**config.mk**
```make
export PLATFORM = sky130hd
export DESIGN_NAME = sync_srl_fifo
export DESIGN_NICKNAME = d
export VERILOG_FILES = /design/src/rtl/sync_srl_fifo.sv
export SDC_FILE = /design/constraint.sdc
export NUM_CORES = 1
export LEC_CHECK = 0
export CELL_PAD_IN_SITES_DETAIL_PLACEMENT = 1
export CELL_PAD_IN_SITES_GLOBAL_PLACEMENT = 2
export CORE_UTILIZATION = 49
export DETAILED_ROUTE_END_ITERATION = 16
export PLACE_DENSITY_LB_ADDON = 0.08
export SLEW_MARGIN = 10
export SYNTH_ARGS = -nofsm -noshare
export SYNTH_HDL_FRONTEND = slang
export SYNTH_SLANG_ARGS = --single-unit
```
**constraint.sdc**
```tcl
create_clock -name clock -period 22.5 [get_ports clock]
set_input_delay 2.25 -clock clock [delete_from_list [all_inputs] [get_ports clock]]
set_output_delay 2.25 -clock clock [all_outputs]
set_load 0.01 [all_outputs]
```
**src/rtl/sync_srl_fifo.sv**
```systemverilog
// Shift-register FIFO with a registered output stage and empty-queue bypass.
// Ports: clock, reset_n (async low), valid_i/ready_o/data_i in, valid_o/ready_i/data_o out, level_o.
module sync_srl_fifo #(
    parameter int WIDTH = 8,
    parameter int DEPTH = 16
) (
    input  logic                       clock,
    input  logic                       reset_n,
    input  logic                       valid_i,
    output logic                       ready_o,
    input  logic [WIDTH-1:0]           data_i,
    output logic                       valid_o,
    input  logic                       ready_i,
    output logic [WIDTH-1:0]           data_o,
    output logic [$clog2(DEPTH):0]     level_o
);
    localparam int AW = $clog2(DEPTH);
    localparam int CW = AW + 1;

    logic [WIDTH-1:0] mem_q [DEPTH];
    logic [CW-1:0]    count_q, count_d;
    logic [WIDTH-1:0] data_q, data_d;
    logic             valid_q, valid_d;

    logic          push, load, rd, bypass, st_push;
    logic [CW-1:0] cnt_m1;
    logic [AW-1:0] rd_idx;

    assign ready_o = (count_q != CW'(DEPTH));
    assign push    = valid_i && ready_o;
    assign load    = !valid_q || ready_i;
    assign rd      = load && (count_q != '0);
    // Empty storage: the incoming word skips the shift array entirely.
    assign bypass  = load && (count_q == '0) && push;
    assign st_push = push && !bypass;
    assign cnt_m1  = count_q - CW'(1);
    assign rd_idx  = cnt_m1[AW-1:0];

    always_comb begin
        count_d = count_q;
        data_d  = data_q;
        valid_d = valid_q;
        if (st_push && !rd) begin
            count_d = count_q + CW'(1);
        end else if (rd && !st_push) begin
            count_d = cnt_m1;
        end
        if (load) begin
            if (rd) begin
                // Oldest entry is read before this edge's shift moves it.
                data_d  = mem_q[rd_idx];
                valid_d = 1'b1;
            end else if (bypass) begin
                data_d  = data_i;
                valid_d = 1'b1;
            end else begin
                valid_d = 1'b0;
            end
        end
    end

    always_ff @(posedge clock) begin
        if (st_push) begin
            for (int k = DEPTH - 1; k > 0; k--) begin
                mem_q[k] <= mem_q[k-1];
            end
            mem_q[0] <= data_i;
        end
    end

    always_ff @(posedge clock or negedge reset_n) begin
        if (!reset_n) begin
            count_q <= '0;
            data_q  <= '0;
            valid_q <= 1'b0;
        end else begin
            count_q <= count_d;
            data_q  <= data_d;
            valid_q <= valid_d;
        end
    end

    assign valid_o = valid_q;
    assign data_o  = data_q;
    assign level_o = count_q + CW'(valid_q);
endmodule
```
==> qor.yml <==
cp-end-kind: "register"
finalSetupViolCount: 0
grt_pass1_wl_mm: 19.66
ant_nets: 0
leakage_nw: 2.360
final-hold-violation-count: 0
dieArea_sq_um: 12620
syn-num-nets: 357
n_antenna_cell: 0
via_per_inst: 6.063
synth_cell_types: 41
clock_skew_ps: 5.257
syn_area_sq_um: 5966
synth_edf_count: 128
clock_latency_ps: 420
hold_path_class: "reg -> reg"
rsz0062_at_grt: "no"
dp.cells: 492
cts_resized: 0
stdcell_count: 524
cts_made_buffers: 17
yosysWarnings: 0
drv_cap: 0
die_y_um: 112.3
path_buf_inv: 4
r2r_end: "mem_q[6][6]$_DFFE_PP_"
worstHoldStart: "mem_q[3][2]$_DFFE_PP_"
final_common_cell: "edfxtp_1"
max_slew_margin_pct: 25.38
critPathRequiredTime_ps: 22530
holdPathEnd: "mem_q[4][2]$_DFFE_PP_"
hold_depth: 0
holdWs_ps: 442.5
cts_num_sinks: 142
gp_congestion: 0.7299
cp_max_fo: 88
max_freq_mhz: 196.1
status: "completed"
path_cells: "clkdlybuf4s50_1 > inv_1 > a21oi_4 > buf_4 > buf_4"
ys_seq_area_share_pct: 70.30
utilization_pct: 59.65
start_kind: "input pin"
finalSetupTns_ps: 0
io_pins: 27
num_vias: 3177
core_area_sq_um: 11660
drt_iter0_drc: 274
final_cell_mix: "edfxtp_1 (128), clkdlybuf4s50_1 (26), mux2i_1 (18)"
ctsRootBufferMaster: "clkbuf_16"
r2r-start: "count_q[0]$_DFFE_PN0P_"
cts_max_path_buffers: 2
drt-pass1-iter-count: 4
powerDensity_nw_per_um2: 157.1
ys_ff_latch: 142
track_usage_pct: 21.45
cts_tree: "built"
postSynth.asyncResetShare_pct: 9.859
antenna_found_initial: 0
grt_pass1_vias: 3497
die_w_um: 112.3
cts_hold_buf: 0
hpwlAfterDp_mm: 7.031
r2r_cells: 8
crit_path_frequent_cell: "buf_4"
synthCells: 340
path_clk_slew_ps: 60
drive_above_1_share_pct: 18.11
totalWireLength_mm: 12.11
avgSynthCellArea_sq_um: 17.55
drv_slew: 0
rows: 39
cp_slowest_cell: "buf_4"
fillers: 1007
finalNetCount: 385
grt_start_max_net_pins: 89
synth-main-ff-cell: "edfxtp_1"
ir_drop_uv: 100.3
start_util_pct: 51.15
grt_overflow_total: 0
port_buffers: 26
wl_per_cell_um: 23.10
worstMarginPinSlew_ps: 1119
post_cts_buffers: 0
area_delta_synth_final_pct: 16.61
crit_family: "buffers and inverters"
worstPathArrival_ps: 5130
r2r_slack_ps: 18740
period_share_pct: 22.67
max_stage_delay_ps: 900
min_period_ps: 5100
path_class: "in -> reg"
drc: 0
htreeDepth: 4
==> worst max path at each step <==
| stage | from | endpoint | slack (ps) | cells past startpoint |
|---|---|---|---|---|
| 6_report | valid_i | mem_q[6][6]$_DFFE_PP_ | 17400 | 5 |
| 5_1_grt | count_q[0]$_DFFE_PN0P_ | ready_o | 17260 | 7 |
| 4_1_cts | valid_i | mem_q[12][2]$_DFFE_PP_ | 17410 | 5 |
| 3_5_place_dp | valid_i | mem_q[10][2]$_DFFE_PP_ | 16960 | 5 |
| 3_3_place_gp | valid_i | mem_q[11][2]$_DFFE_PP_ | 17080 | 5 |
| 2_1_floorplan | ready_i | count_q[4]$_DFFE_PN0P_ | 11740 | 11 |
==> registers in the layout, summed over array words and instances (netlist names) <==
register / count
valid_o: 1
data_o: 8
count_q: 5
mem_q: 128
==> cell type report <==
| class | instances | area, sq um | share of cell area [%] |
|---|---|---|---|
| clock buffers | 17 | 425.4 | 6.115 |
| clock inverters | 15 | 195.2 | 2.806 |
| inverters | 4 | 15.01 | 0.2158 |
| multi-input cells | 170 | 1634 | 23.49 |
| flip-flops and latches | 142 | 4195 | 60.31 |
| well taps | 143 | 178.9 | 2.572 |
| repair buffers | 33 | 312.8 | 4.496 |
==> cell families after synthesis <==
family                   share of synthesized area [%]
flip-flops                                       70.30
AO/OA/AOI/OAI                                    10.78
AND/OR/NAND/NOR                                  4.530
multiplexers                                     9.060
buffers and inverters                            2.538
XOR/XNOR                                         1.741
adder cells (fa/ha/maj)                          1.049
==> cell usage after synthesis, drive strengths merged, types with 5 or more instances <==
cell type / count / share of area [%]
edfxtp: 128 / 64
buf: 18 / 1.9
mux2i: 18 / 3.0
nor2b: 17 / 1.8
mux4: 16 / 6.0
a2111oi: 15 / 2.8
dfrtp: 14 / 5.9
a21oi: 10 / 1.2
a311oi: 8 / 1.2
o32ai: 8 / 1.2
a21boi: 7 / 0.88
a31oi: 7 / 0.73
a32oi: 7 / 1.0
nand3: 7 / 0.59
o31ai: 7 / 0.88
clkbuf: 6 / 0.38
nor2: 6 / 0.65
xnor2: 6 / 0.88
ha: 5 / 1.0
xor2: 5 / 0.86
==> per-layer routing <==
layer | vias up | track usage [%] | part of all wire (%)
met3 | 11 | 6.263 | 4.3
met4 | 0 | 6.400 | 1.0
met1 | 1643 | 30.29 | 48
li1 | 1452 | - | -
met5 | - | 0 | 0
met2 | 71 | 32.55 | 47
==> metrics by stage <==
stage / power, W / area [sq um] / worst slack (ps)
detailed placement: 0.0008044 / 6336 / 16960
global placement: 0.0007925 / 6336 / 17080
global route: 0.001153 / 6957 / 17260
CTS: 0.001105 / 6957 / 17410
floorplan: 0.0006872 / 5966 / 11740
finish: 0.001093 / 6957 / 17400
==> power by group <==
part           internal [W]  switching [W]
clock              0.000185       0.000109
sequential         0.000358      0.0000365
combinational      0.000171       0.000234
total              0.000714       0.000380
No activity file was read; power rests on OpenSTA's default activity.
